## src/rtl/mem_stage.sv

```systemverilog
// LEGv8 pipeline memory stage: EX/MEM register, request/acknowledge data-memory handshake
// with back-pressure to execute, branch resolution and a sticky memory-timeout flag.
module mem_stage #(
    parameter int unsigned N       = 64,
    parameter int unsigned TIMEOUT = 15
) (
    input  logic         clk,
    input  logic         reset,
    input  logic         valid_E,
    input  logic         Branch_E,
    input  logic         memRead_E,
    input  logic         memWrite_E,
    input  logic [N-1:0] PCBranch_E,
    input  logic [N-1:0] aluResult_E,
    input  logic [N-1:0] writeData_E,
    input  logic         zero_E,
    output logic         stall_E,
    output logic         dm_req,
    output logic         dm_we,
    output logic [N-1:0] dm_addr,
    output logic [N-1:0] dm_wdata,
    input  logic         dm_ack,
    input  logic [N-1:0] dm_rdata,
    output logic         valid_M,
    output logic [N-1:0] aluResult_M,
    output logic [N-1:0] readData_M,
    output logic [N-1:0] PCBranch_M,
    output logic         PCSrc_M,
    output logic         mem_error
);

    typedef enum logic {StIdle, StReq} state_e;

    localparam logic [7:0] CntLast = 8'(TIMEOUT - 1);

    state_e       state_q, state_d;
    logic [7:0]   cnt_q, cnt_d;
    logic         valid_q, valid_d;
    logic         branch_q, branch_d;
    logic         zero_q, zero_d;
    logic         we_q, we_d;
    logic         err_q, err_d;
    logic [N-1:0] alu_q, alu_d;
    logic [N-1:0] wdata_q, wdata_d;
    logic [N-1:0] pcb_q, pcb_d;
    logic [N-1:0] rdata_q, rdata_d;
    logic         capture;

    // Stall is a pure state decode so dm_ack never reaches execute combinationally.
    assign stall_E = (state_q == StReq);
    assign capture = valid_E & ~stall_E;

    always_comb begin
        state_d  = state_q;
        cnt_d    = cnt_q;
        valid_d  = 1'b0;
        branch_d = branch_q;
        zero_d   = zero_q;
        we_d     = we_q;
        err_d    = err_q;
        alu_d    = alu_q;
        wdata_d  = wdata_q;
        pcb_d    = pcb_q;
        rdata_d  = rdata_q;
        unique case (state_q)
            StIdle: begin
                if (capture) begin
                    branch_d = Branch_E;
                    zero_d   = zero_E;
                    alu_d    = aluResult_E;
                    wdata_d  = writeData_E;
                    pcb_d    = PCBranch_E;
                    rdata_d  = '0;
                    cnt_d    = '0;
                    if (memRead_E | memWrite_E) begin
                        state_d = StReq;
                        we_d    = memWrite_E;
                    end else begin
                        valid_d = 1'b1;
                    end
                end
            end
            StReq: begin
                if (dm_ack) begin
                    rdata_d = we_q ? '0 : dm_rdata;
                    valid_d = 1'b1;
                    state_d = StIdle;
                    cnt_d   = '0;
                end else if (cnt_q == CntLast) begin
                    rdata_d = '0;
                    err_d   = 1'b1;
                    valid_d = 1'b1;
                    state_d = StIdle;
                    cnt_d   = '0;
                end else begin
                    cnt_d = cnt_q + 8'd1;
                end
            end
            default: state_d = StIdle;
        endcase
    end

    always_ff @(posedge clk or negedge reset) begin
        if (!reset) begin
            state_q  <= StIdle;
            cnt_q    <= '0;
            valid_q  <= 1'b0;
            branch_q <= 1'b0;
            zero_q   <= 1'b0;
            we_q     <= 1'b0;
            err_q    <= 1'b0;
            alu_q    <= '0;
            wdata_q  <= '0;
            pcb_q    <= '0;
            rdata_q  <= '0;
        end else begin
            state_q  <= state_d;
            cnt_q    <= cnt_d;
            valid_q  <= valid_d;
            branch_q <= branch_d;
            zero_q   <= zero_d;
            we_q     <= we_d;
            err_q    <= err_d;
            alu_q    <= alu_d;
            wdata_q  <= wdata_d;
            pcb_q    <= pcb_d;
            rdata_q  <= rdata_d;
        end
    end

    assign dm_req      = (state_q == StReq);
    assign dm_we       = we_q;
    assign dm_addr     = alu_q;
    assign dm_wdata    = wdata_q;
    assign valid_M     = valid_q;
    assign aluResult_M = alu_q;
    assign readData_M  = rdata_q;
    assign PCBranch_M  = pcb_q;
    assign PCSrc_M     = valid_q & branch_q & zero_q;
    assign mem_error   = err_q;

endmodule
```

## config.mk

```make
export PLATFORM = sky130hd
export DESIGN_NAME = mem_stage
export DESIGN_NICKNAME = d
export VERILOG_FILES = /design/src/rtl/mem_stage.sv
export SDC_FILE = /design/constraint.sdc
export NUM_CORES = 1
export LEC_CHECK = 0
export ABC_CLOCK_PERIOD_IN_PS = 4380
export CAP_MARGIN = 20
export CORE_AREA = 2 2 229 231
export CTS_BUF_LIST = sky130_fd_sc_hd__clkbuf_16
export DETAILED_ROUTE_END_ITERATION = 10
export DIE_AREA = 0 0 231 233
export HOLD_SLACK_MARGIN = 0.08
export PLACE_DENSITY_LB_ADDON = 0.12
export SYNTH_ARGS = -nofsm -noshare
export SYNTH_HDL_FRONTEND = slang
export SYNTH_SLANG_ARGS = --single-unit
export TNS_END_PERCENT = 10
```

## constraint.sdc

```tcl
create_clock -name clk -period 4.38 [get_ports clk]
set_input_delay 1.314 -clock clk [delete_from_list [all_inputs] [get_ports clk]]
set_output_delay 1.314 -clock clk [all_outputs]
set_load 0.01 [all_outputs]
```

==> impl_metrics.toml <==
[yosys]
avgSynthCellArea_um2 = 15.5
synthCells = 678
synth-seq-area-share_pct = 64.2
yosysUniqueCellTypes = 26
yosys_warnings = 0
synth_area_leader_cell = "dfrtp_1"
synth_fp_nets = 944
syn-cell-area_um2 = 10500
synth.top_cells.by_area = "dfrtp_1 (64%), mux2_2 (21%), a22o_1 (5.4%)"
synth_seq_cells = 270
post-synth-top-area-fraction_pct = 64.2

[worst_setup_path]
critPathMaxStageDelay_ns = 0.72
worstSetupPathType = "reg -> out"
arrival_ns = 1.91
worstSetupEndpointType = "output pin"
path_buf_inv = 1
critPathTopFamily = "flip-flops"
critPathSlowestCell = "dfrtp_1"
crit_chain = "clkdlybuf4s50_1"
cp-start-kind = "flip-flop"
crit_path_max_fanout = 14
cp.required_ns = 3.07

[timing]
worst_pin_slew_ns = 0.964
maxSlewViolCount = 0
finalSetupViolations = 0
fmax_mhz = 311
min_period_ns = 3.22
finalCritPeriodShare_pct = 73.5
hold_viol = 0
clock_skew_ns = 0.0105
finalSetupTns_ns = 0
rsz0062_at_grt = "false"
fin_ws_ns = 1.16
relSlewSlack_pct = 35.7

[die]
die-area_um2 = 53800
std_cell_rows = 83
die_w_um = 231
fp.coreArea_um2 = 51100
die_height_um = 233
ios = 590
initial_core_util_pct = 20.6

[cts]
ctsHoldBuffers = 0
clk_latency_ns = 0.53
clkSinkCount = 270
cts_resized = 0
postCtsSetupBuffers = 0
clk_pin_slew_worst_paths_ns = 0.06
cts_buffer_depth = 3
cts_root_buf = "clkbuf_16"
htree_levels = 2
cts_tree = "done"
numCtsBuffers = 34

[layout]
final_common_cell = "clkdlybuf4s50_1"
syn2layout_area_growth_pct = 69.1
fin_nets = 1492
postLayoutCoreUtil_pct = 34.8
final_area_um2 = 17800
final_cell_mix = "clkdlybuf4s50_1 (588), dfrtp_1 (270), mux2_2 (194), a22o_1 (65), clkbuf_16 (34)"
drive_above_1_share_pct = 21.3
finalNonFillerCells = 1928

[power]
powerDensity_nw_per_um2 = 465
p_leak_nw = 7.34
ir_drop_uv = 204
seq_power_share_pct = 39.1
p_sw_share_pct = 28.0
p_switching_mw = 2.32
p_comb_share_pct = 29.9
p_int_mw = 5.96
power_frac_clock_pct = 31.0

[min_path]
hold_path.class = "reg -> reg"

[route]
wl_per_cell_um = 19.4
post_drt_via_cell_ratio = 3.94
first_pass_iters = 4
totalWireLength_um = 37300
drc_errors = 0
drt-initial-drc-count = 232
ant_nets = 0
vias = 7602

[place]
dpl.hpwl_um = 28400
preCtsSetupSlack_ns = 0.798
place.gp.congestion = 0.782
port_buffers = 589
dp_cells = 1870
dpl_cell_area_um2 = 16800

[global_route]
globalRouteTotalUtil_pct = 13.5
grt_overflow = 0
grt_pass1_vias = 8157
antenna_found_initial = 3
grt_pass1_wl_um = 54500
grt_start_max_net_pins = 110

[run_status]
status = "finished, final reports clean"

[flow_run]
drv_cap = 0
==> power by group through the flow <==
stage	Clock [mW]	Combinational, mW	Sequential [mW]
3_5_place_dp	0	2.53	3.28
2_1_floorplan	0	0.828	3.44
6_report	2.57	2.47	3.23
3_3_place_gp	0	2.52	3.27
5_1_grt	2.79	2.62	3.30
4_1_cts	2.70	2.53	3.25
==> per-stage QoR <==
step	hold slack (ns)	total power [mW]
final	0.475	8.28
after global routing	0.494	8.72
after CTS	0.476	8.47
after detailed placement	0.450	5.81
after global placement	0.451	5.80
after floorplan	0.472	4.26
==> cells by family (layout without fill, tap and decap cells) <==
group / after synthesis / in the layout / synth area share, %
simple gates: 25 / 25 / 1.21
fa+ha+maj: 2 / 2 / 0.238
compound gates: 81 / 81 / 6.65
xor+xnor: 3 / 3 / 0.250
mux: 194 / 194 / 20.7
flops: 270 / 270 / 64.2
buf+inv: 103 / 672 / 6.73
other cells: 0 / 1 / 0
==> layout make-up <==
class                           count  area, um2
Clock inverter                     23        139
Multi-Input combinational cell    305       3080
Clock buffer                       34        851
Antenna cell                        1       2.50
Timing Repair Buffer              613       6120
Inverter                            2       7.51
Tap cell                          680        851
Sequential cell                   270       6760
Fill cell                        5128      33300
==> worst paths after layout <==
path | from | end | slack [ns] | cells after the start
max | dm_req$_DFF_PN0_ | stall_E | 1.16 | 1
min | mem_error$_DFFE_PN0P_ | mem_error$_DFFE_PN0P_ | 0.48 | 1
max in group asynchronous | reset | PCBranch_M[54]$_DFFE_PN0P_ | 2.56 | 2
min reg2reg | mem_error$_DFFE_PN0P_ | mem_error$_DFFE_PN0P_ | 0.48 | 1
min in group asynchronous | reset | aluResult_M[39]$_DFFE_PN0P_ | 0.82 | 1
max reg2reg | cnt_q[0]$_DFFE_PN0P_ | readData_M[18]$_DFFE_PN0P_ | 1.78 | 7
==> Yosys cell counts <==
library cell,count
nor3_1,2
buf_4,66
o21ai_4,1
or4b_4,1
inv_1,2
o31ai_4,1
xor2_1,1
dfrtp_1,270
nand2_1,8
nor2_1,7
buf_2,23
and3_1,3
o21ai_0,4
o2111ai_1,1
nor2b_1,1
xnor2_1,2
a21o_1,4
o41ai_1,1
o21a_1,1
mux2_2,194
nor3b_1,3
ha_1,2
clkbuf_1,6
o22ai_1,3
a22o_1,65
buf_6,6
==> routing by layer <==
layer	up-vias	wire length (um)	track usage (%)	share of wire (%)
met5	-	13	0	0.035
met4	2	627	3.39	1.7
met3	46	3170	4.85	8.5
met2	307	19500	24.4	52
met1	3800	14000	15.1	38
li1	3447	-	-	-
==> state kept, by name (all words and copies together) (netlist names) <==
signal	flops
zero_q	1
valid_M	1
readData_M	64
cnt_q	8
dm_we	1
branch_q	1
dm_req	1
dm_wdata	64
aluResult_M	64
mem_error	1
PCBranch_M	64
(Power assumes the default switching activity.)
